==> config.mk <==
export PLATFORM = sky130hd
export DESIGN_NAME = pulse_seq_ctrl
export DESIGN_NICKNAME = d
export VERILOG_FILES = /design/src/rtl/pulse_seq_ctrl_pkg.sv /design/src/rtl/pulse_desc_table.sv /design/src/rtl/pulse_seq_ctrl.sv
export SDC_FILE = /design/constraint.sdc
export NUM_CORES = 1
export LEC_CHECK = 0
export ABC_AREA = 0
export CAP_MARGIN = 20
export CORE_MARGIN = 2
export CORE_UTILIZATION = 55
export DETAILED_ROUTE_END_ITERATION = 12
export HOLD_SLACK_MARGIN = 0.03
export PLACE_DENSITY_LB_ADDON = 0.05
export SLEW_MARGIN = 10
export SYNTH_ARGS = -nofsm -noshare
export SYNTH_HDL_FRONTEND = slang
export SYNTH_SLANG_ARGS = --single-unit
==> constraint.sdc <==
create_clock -name clk_div -period 10.5 [get_ports clk_div]
set_clock_uncertainty 0.05 [all_clocks]
set_input_delay 2.1 -clock clk_div [delete_from_list [all_inputs] [get_ports clk_div]]
set_output_delay 2.1 -clock clk_div [all_outputs]
set_load 0.05 [all_outputs]
==> src/rtl/pulse_seq_ctrl_pkg.sv <==
// Shared types and defaults for the pulse-train sequencer: one-hot state
// encoding, the train descriptor layout and the descriptor reset value.
package pulse_seq_ctrl_pkg;

    localparam int NUM_ENTRIES_DEF = 8;
    localparam int SETTLE_CYC_DEF  = 4;
    localparam int START_CYC_DEF   = 4;

    typedef enum logic [7:0] {
        ST_IDLE   = 8'b0000_0001,
        ST_LOAD   = 8'b0000_0010,
        ST_SETTLE = 8'b0000_0100,
        ST_START  = 8'b0000_1000,
        ST_WAIT   = 8'b0001_0000,
        ST_NEXT   = 8'b0010_0000,
        ST_DRAIN  = 8'b0100_0000,
        ST_DONE   = 8'b1000_0000
    } state_e;

    typedef struct packed {
        logic [10:0] width;
        logic [10:0] num;
        logic [15:0] gap;
    } desc_t;

    // A freshly reset entry is the smallest legal train: one 2 ns pulse, 1 us gap.
    function automatic desc_t desc_reset_val();
        desc_t d;
        d.width = 11'd1;
        d.num   = 11'd1;
        d.gap   = 16'd1;
        return d;
    endfunction

endpackage

==> src/rtl/pulse_desc_table.sv <==
// Register file of train descriptors: one synchronous write port, one
// combinational read port indexed by the sequencer.
module pulse_desc_table
    import pulse_seq_ctrl_pkg::*;
#(
    parameter int NUM_ENTRIES = NUM_ENTRIES_DEF
) (
    input  logic       clk_div,
    input  logic       rst,
    input  logic       we_i,
    input  logic [2:0] waddr_i,
    input  desc_t      wdata_i,
    input  logic [2:0] raddr_i,
    output desc_t      rdata_o
);

    desc_t table_q [NUM_ENTRIES];

    // Descriptor storage; every entry returns to the minimal train on reset.
    always_ff @(posedge clk_div) begin
        if (rst) begin
            for (int i = 0; i < NUM_ENTRIES; i++) begin
                table_q[i] <= desc_reset_val();
            end
        end else if (we_i && ({29'd0, waddr_i} < 32'(NUM_ENTRIES))) begin
            table_q[waddr_i] <= wdata_i;
        end
    end

    // Out-of-range reads return the reset descriptor rather than X.
    always_comb begin
        rdata_o = desc_reset_val();
        if ({29'd0, raddr_i} < 32'(NUM_ENTRIES)) begin
            rdata_o = table_q[raddr_i];
        end else begin
            rdata_o = desc_reset_val();
        end
    end

endmodule

==> src/rtl/pulse_seq_ctrl.sv <==
// Pulse-train sequencer: walks the descriptor table, hands each train to the
// pulse generator with a settle/start handshake, and repeats the sequence.
module pulse_seq_ctrl
    import pulse_seq_ctrl_pkg::*;
#(
    parameter int NUM_ENTRIES = NUM_ENTRIES_DEF,
    parameter int SETTLE_CYC  = SETTLE_CYC_DEF,
    parameter int START_CYC   = START_CYC_DEF
) (
    input  logic        clk_div,
    input  logic        rst,
    input  logic        cfg_we,
    input  logic [2:0]  cfg_addr,
    input  logic [10:0] cfg_width,
    input  logic [10:0] cfg_num,
    input  logic [15:0] cfg_gap,
    input  logic [3:0]  seq_len_i,
    input  logic [7:0]  rep_i,
    input  logic        go_i,
    input  logic        abort_i,
    output logic [10:0] pg_width_o,
    output logic [10:0] pg_num_o,
    output logic [15:0] pg_gap_o,
    output logic        pg_start_o,
    input  logic        pg_done_i,
    output logic        busy_o,
    output logic        seq_done_o,
    output logic [2:0]  entry_idx_o,
    output logic        err_o
);

    state_e      state_q, state_d;
    logic [2:0]  idx_q, idx_d;
    logic [7:0]  rep_q, rep_d;
    logic [2:0]  cnt_q, cnt_d;
    logic [3:0]  len_q, len_d;
    logic [7:0]  rep_eff_q, rep_eff_d;
    desc_t       desc_q, desc_d;
    logic [2:0]  entry_idx_q, entry_idx_d;
    logic        err_q, err_d;
    logic        start_q, busy_q, done_q;
    logic        wr_ok_s, len_ok_s;
    desc_t       wdata_s, rdata_s;

    assign wr_ok_s  = cfg_we && (state_q == ST_IDLE) && (cfg_num != 11'd0) && (cfg_gap != 16'd0);
    assign len_ok_s = (seq_len_i != 4'd0) && ({28'd0, seq_len_i} <= 32'(NUM_ENTRIES));

    always_comb begin
        wdata_s       = '0;
        wdata_s.width = cfg_width;
        wdata_s.num   = cfg_num;
        wdata_s.gap   = cfg_gap;
    end

    pulse_desc_table #(.NUM_ENTRIES(NUM_ENTRIES)) u_table (
        .clk_div (clk_div),
        .rst     (rst),
        .we_i    (wr_ok_s),
        .waddr_i (cfg_addr),
        .wdata_i (wdata_s),
        .raddr_i (idx_q),
        .rdata_o (rdata_s)
    );

    // Next-state logic; pg_* parameters only change in LOAD so they stay stable through WAIT.
    always_comb begin
        state_d     = state_q;
        idx_d       = idx_q;
        rep_d       = rep_q;
        cnt_d       = cnt_q;
        len_d       = len_q;
        rep_eff_d   = rep_eff_q;
        desc_d      = desc_q;
        entry_idx_d = entry_idx_q;
        err_d       = err_q;
        case (state_q)
            ST_IDLE: begin
                if (go_i && len_ok_s) begin
                    state_d   = ST_LOAD;
                    idx_d     = 3'd0;
                    rep_d     = 8'd0;
                    len_d     = seq_len_i;
                    rep_eff_d = (rep_i == 8'd0) ? 8'd1 : rep_i;
                    err_d     = 1'b0;
                end else if (go_i) begin
                    err_d = 1'b1;
                end else begin
                    state_d = ST_IDLE;
                end
            end
            ST_LOAD: begin
                if (abort_i) begin
                    state_d = ST_DONE;
                end else begin
                    desc_d      = rdata_s;
                    entry_idx_d = idx_q;
                    cnt_d       = 3'd0;
                    state_d     = ST_SETTLE;
                end
            end
            ST_SETTLE: begin
                if (abort_i) begin
                    state_d = ST_DONE;
                end else if (cnt_q == 3'(SETTLE_CYC - 1)) begin
                    cnt_d   = 3'd0;
                    state_d = ST_START;
                end else begin
                    cnt_d = cnt_q + 3'd1;
                end
            end
            ST_START: begin
                if (abort_i) begin
                    state_d = ST_DRAIN;
                end else if (cnt_q == 3'(START_CYC - 1)) begin
                    cnt_d   = 3'd0;
                    state_d = ST_WAIT;
                end else begin
                    cnt_d = cnt_q + 3'd1;
                end
            end
            ST_WAIT: begin
                if (pg_done_i && abort_i) begin
                    state_d = ST_DONE;
                end else if (pg_done_i) begin
                    state_d = ST_NEXT;
                end else if (abort_i) begin
                    state_d = ST_DRAIN;
                end else begin
                    state_d = ST_WAIT;
                end
            end
            ST_NEXT: begin
                if ({1'b0, idx_q} < (len_q - 4'd1)) begin
                    idx_d   = idx_q + 3'd1;
                    state_d = ST_LOAD;
                end else if (rep_q < (rep_eff_q - 8'd1)) begin
                    rep_d   = rep_q + 8'd1;
                    idx_d   = 3'd0;
                    state_d = ST_LOAD;
                end else begin
                    state_d = ST_DONE;
                end
            end
            ST_DRAIN: begin
                if (pg_done_i) begin
                    state_d = ST_DONE;
                end else begin
                    state_d = ST_DRAIN;
                end
            end
            ST_DONE: state_d = ST_IDLE;
            default: state_d = ST_IDLE;
        endcase
        if (cfg_we && !wr_ok_s) begin
            err_d = 1'b1;
        end else begin
            err_d = err_d;
        end
    end

    // State and output registers; strobes are decoded from the next state so they are registered.
    always_ff @(posedge clk_div) begin
        if (rst) begin
            state_q     <= ST_IDLE;
            idx_q       <= 3'd0;
            rep_q       <= 8'd0;
            cnt_q       <= 3'd0;
            len_q       <= 4'd0;
            rep_eff_q   <= 8'd0;
            desc_q      <= '0;
            entry_idx_q <= 3'd0;
            err_q       <= 1'b0;
            start_q     <= 1'b0;
            busy_q      <= 1'b0;
            done_q      <= 1'b0;
        end else begin
            state_q     <= state_d;
            idx_q       <= idx_d;
            rep_q       <= rep_d;
            cnt_q       <= cnt_d;
            len_q       <= len_d;
            rep_eff_q   <= rep_eff_d;
            desc_q      <= desc_d;
            entry_idx_q <= entry_idx_d;
            err_q       <= err_d;
            start_q     <= (state_d == ST_START);
            busy_q      <= (state_d != ST_IDLE);
            done_q      <= (state_d == ST_DONE);
        end
    end

    assign pg_width_o  = desc_q.width;
    assign pg_num_o    = desc_q.num;
    assign pg_gap_o    = desc_q.gap;
    assign pg_start_o  = start_q;
    assign busy_o      = busy_q;
    assign seq_done_o  = done_q;
    assign entry_idx_o = entry_idx_q;
    assign err_o       = err_q;

endmodule

## Yosys cells after proc, flatten, opt, wreduce, memory -nomap -nowiden

Memory sizes are Yosys's and may differ from the RTL's. A register that Yosys moved wholly into a read port is not among the register bits.
Index checks and enable logic that the tools add are counted.

| storage, ports and cells | value |
|---|---|
| register bits | 41 |
| memories | 1 |
| memory bits (read-only) | 0 |
| bits of input ports | 59 |
| output and inout bits | 45 |
| memory bits (writable) | 304 |
| bits in latches | 0 |

| operators by class | value |
|---|---|
| reductions and logical operators | 24 |
| bitwise logic cells | 1 |
| muxes and demuxes | 39 |
| multiply operators | 0 |
| shifts and indexed selects | 0 |
| magnitude comparators | 3 |
| add/sub/neg operators | 5 |
| divide/modulo/power cells | 0 |
| equality and inequality tests | 17 |

Memories:

| name | words | width | read ports | clocked after Yosys merged registers in | wr ports | line | RTL |
|---|---|---|---|---|---|---|---|
| u_table.table_q | 8 | 38 | 1 | 1 | 8 | pulse_desc_table.sv:17 | `desc_t table_q [NUM_ENTRIES];` |

Operators with widths:

| operator | count |
|---|---|
| 2-to-1 mux 8 bit | 15 |
| one-hot mux 8 bit (7 select lines) | 1 |
| 2-to-1 mux 38 bit | 1 |
| OR reduction 38 bit | 1 |
| 2-to-1 mux 3 bit | 7 |
| == test 8 x 4 -> 1 bit (second input constant) | 2 |
| one-hot mux 8 bit (2 select lines) | 1 |
| nonzero test 16 bit | 1 |
| 2-to-1 mux 7 bit | 2 |
| one-hot mux 3 bit (2 select lines) | 2 |
| nonzero test 11 bit | 1 |
| 2-to-1 mux 1 bit | 10 |
| adder 8 x 1 -> 8 bit (second input constant) | 1 |
| == test 8 x 1 -> 1 bit (second input constant) | 1 |
| == test 8 x 2 -> 1 bit (second input constant) | 1 |
| == test 8 x 3 -> 1 bit (second input constant) | 1 |
| == test 8 x 5 -> 1 bit (second input constant) | 1 |
| == test 8 x 6 -> 1 bit (second input constant) | 1 |
| == test 8 x 7 -> 1 bit (second input constant) | 1 |
| == test 8 bit (second input constant) | 1 |
| logical NOT 8 bit | 1 |
| less-than comparator 8 bit | 1 |
| != test 2 bit (second input constant) | 4 |
| != test 8 x 1 -> 1 bit (second input constant) | 1 |
| 18 further kinds | 30 |

## Longest topological paths before layout

| logic depth | value |
|---|---|
| depth in word-level cells | 9 |
| mapped depth | 12 |
| gate-level depth less buffers | 11 |

## Cells and area by module

A second synthesis with hierarchy kept.

| second synthesis, totals | value |
|---|---|
| cell total of the unflattened synthesis | 1,314 |
| area total of the unflattened synthesis | 17,075.1 um2 |

By module, submodules not included:

| module | sequential area each (um2) | cells each | area each (um2) | times used |
|---|---|---|---|---|
| pulse_desc_table | 9,128.8 | 858 | 13,419.1 | 1 |
| pulse_seq_ctrl | 1,581.5 | 456 | 3,656.0 | 1 |

## Worst setup path before layout

No wires, ideal clock.

| timing path | value |
|---|---|
| path kind | input-to-reg |
| start | input cfg_gap[0] |
| end | memory u_table.table_q[5][0] (netlist bit), enable pin |
| stages on the path | 6 |
| slack | 4,309 ps |
| buffers on the path | 1 |
| arrival time | 5,655 ps |
| cell sequence | nor4_1 -> nand4_1 -> nand4_4 -> or3_1 -> clkbuf_1 -> o21ai_0 |

RTL lines:

| what | line | RTL |
|---|---|---|
| start: declaration | pulse_seq_ctrl.sv:16 | `input logic [15:0] cfg_gap,` |
| end: declaration | pulse_desc_table.sv:17 |  |

==> out/qor.txt <==
GRT Util Overall: 25.9%
Vias in the first global route: 11000
Adder-Cell Fraction of Synth Area: 1.04%
I/O pin total: 104
RSZ-0062 raised after global routing: no
Pwr per Cell Area: 171 nW/um^2
Drt via density: 5.89
Initial antenna violation count: 2
Fmax: 186 MHz
Die area: 32100 sq um
Net Sw Frac: 22.0%
Overflow after GRT: 0
Largest stage delay, worst path: 0.78 ns
Post-synth top flop: edfxtp_1
Avg Inst Size Synth: 12.7 sq um
# DRC: 0
Final setup viols: 0
CTS sink count: 383
Largest family of logic cells by synthesized area: simple AND/OR/NAND/NOR gates
Non-filler cells, final: 1837
Core Box Area: 30400 sq um
Internal Power: 0.00260 W
Reg2reg path depth: 7
Most frequent cells in the layout: edfxtp_1, nor2_1, nand2_1
Clock Root Buffer: clkbuf_16
Least-Margin Pin Slew: 1.14 ns
Critical path required time: 10.69 ns
Number of buffers created by CTS: 41
Post-synth net total: 1408
DP Wirelength: 23800 um
Synth Area in Compound Gates: 4.76%
Final Max Tran Viols: 0
Worst Setup EP: u_table.table_q[0][10]
Cell Area, Synth: 16900 sq um
CP Cell Sequence: clkdlybuf4s50_1 -> nor4_1 -> nand4_1 -> nand4_4 -> or4_2 -> buf_4 -> o21ai_4 -> buf_4
Max clock buf depth: 3
Post-CTS sizing: 0
Die width: 179 um
Setup TNS: 0 ns
Crit path top cell by count: buf_4
First-pass GRT wire length: 62400 um
Proportion of synthesized area in mux cells: 10.4%
Syn Inst Count: 1335
Post-CTS Hold Buffers: 0
Crit path arrival time: 5.57 ns
Setup bufs post-CTS: 0
Routed len/inst: 21.8 um
NetSw: 0.000733 W
Num rows: 64
Critical Path Start Type: input pin
Crit Reg-Reg Endpoint: u_table.table_q[0][10]
Top area cells in the synthesized netlist: edfxtp_1, mux4_2, dfxtp_1
Clk slew on worst S/H paths: 0.06 ns
Combinational power share: 6.5%
Outcome: complete, no violations
Area share of the largest cell type after synthesis: 54.0%
Leakage power: 6.36 nW
Fin. Hold Viols: 0
Largest area contributor in the netlist: edfxtp_1
Port Buf Inserts: 103
EDFF count, synth: 304
Slew HR: 24.1%
Hold crit path type: register to register
Initial Util: 55.5%
Slowest CP cell: nor4_1
Reg2reg setup slack: 6.28 ns
Critical Path Start: cfg_gap[0]
WS Path Type: input pin to register
Tcrit/Tclk final: 51.2%
Die height: 179 um
H-tree Lvls: 2
Commonest non-fill, non-tap cell in the layout: edfxtp_1
Fin nets: 1480
Antenna viol nets, final: 0
Layout cells sized above 1: 17.4%
Clk_lat worst skew: 0.53 ns
VDD IR max: 0.133 mV
Synth warnings: 0
Worst reg2reg path startpoint: state_q[1]
GP Congestion: 0.803
Largest net degree at the start of global routing: 85
Post-Synth Simple-Gate Area: 17.0%
Layout area overhead: 15.6%
CP Capture Type: register
Fraction of registers with async set or reset after synthesis: 0%
Initial DRC count: 843
Max Cap Violations: 0
Placed cell count: 1760
Flop pwr share: 51.3%
Via count: 10800
CTS tree: yes
Final wirelength: 40100 um
Register area share after synthesis: 63.4%
Yosys reg bits: 383
Post-synth cell types: 59
Crit-path max FO: 71
Minimum clock period: 5.38 ns
DR pass1 iterations: 7
Xor and xnor area share after synthesis: 0.519%
Clock share of power: 42.2%
## kinds of logic after synthesis
logic type	after synthesis
adder cells (fa/ha/maj)	14
flip-flops	383
buffers and inverters	104
AO/OA/AOI/OAI	117
multiplexers	80
XOR/XNOR	10
AND/OR/NAND/NOR	627
## state kept, by name, indices dropped and copies added (netlist names), 4 cells and up
| signal | count |
|---|---|
| rep_q | 8 |
| pg_width_o | 11 |
| state_q | 8 |
| pg_gap_o | 16 |
| pg_num_o | 11 |
| u_table.table_q | 304 |
| len_q | 4 |
| rep_eff_q | 8 |
## cell type report
| cell class | count | area (sq um) |
|---|---|---|
| clock buffer | 64 | 1230 |
| multi-input combinational | 848 | 5760 |
| antenna | 1 | 2.50 |
| inverter | 11 | 41.3 |
| timing repair buffer | 122 | 1190 |
| tap | 396 | 495 |
| sequential | 383 | 10700 |
| clock inverter | 12 | 87.6 |
| fill | 2370 | 10900 |
## how the worst min path moves through the flow
stage	slack (ns)	cells past startpoint	end	startpoint
CTS	0.40	1	cnt_q[2]	cnt_q[2]
global route	0.42	1	cnt_q[2]	cnt_q[2]
finish	0.40	1	cnt_q[2]	cnt_q[2]
floorplan	0.38	1	cnt_q[2]	cnt_q[2]
detailed placement	0.39	1	cnt_q[2]	cnt_q[2]
global placement	0.38	1	cnt_q[2]	cnt_q[2]
## power by group through the flow
| stage | logic, W | clock network (W) | registers [W] |
|---|---|---|---|
| 2_1_floorplan | 0.000123 | 0 | 0.00175 |
| 3_3_place_gp | 0.000213 | 0 | 0.00174 |
| 3_5_place_dp | 0.000217 | 0 | 0.00174 |
| 4_1_cts | 0.000218 | 0.00143 | 0.00171 |
| 5_1_grt | 0.000235 | 0.00149 | 0.00171 |
| 6_report | 0.000216 | 0.00141 | 0.00171 |
## Yosys cell counts, types with 5 or more instances
cell type and number:
nor2_2 70, nor3_1 10, o21ai_0 17, nor2_1 263
nor4_1 12, a21o_1 5, mux4_2 76, inv_1 10
a21oi_1 34, nor2b_1 9, nand2b_1 35, or4_1 6
buf_2 16, nand3_1 7, xnor2_1 7, dfxtp_1 79
or3_1 6, ha_1 14, clkbuf_1 64, buf_6 9
a311oi_1 38, edfxtp_1 304, nand2_1 181
## routing by layer
layer / GRT usage (%) / wire [um] / up-vias
met5: 0 / 13 / -
met4: 7.19 / 826 / 2
met3: 3.88 / 2460 / 62
met2: 44.4 / 20200 / 341
met1: 34.8 / 16600 / 5433
li1: - / - / 4986
## critical path: cells and delay by family
family                 cells  cell delay, ns
and+or+nand+nor            4            1.53
buffers and inverters      3            1.55
AOI/OAI and AO/OA          1            0.35
## stage by stage
step                util [%]  instance area, sq um  power (W)  hold slack (ns)  setup slack [ns]
CTS                     64.2                 19500    0.00335            0.397              5.23
finish                  64.2                 19500    0.00333            0.397              5.12
global route            64.2                 19500    0.00344            0.418              5.03
floorplan                  -                 16900    0.00187            0.378              4.31
detailed placement      59.8                 18200    0.00196            0.389              4.68
global placement        59.7                 18200    0.00195            0.382              4.71
Note: power is estimated with default switching activity, not from simulation.
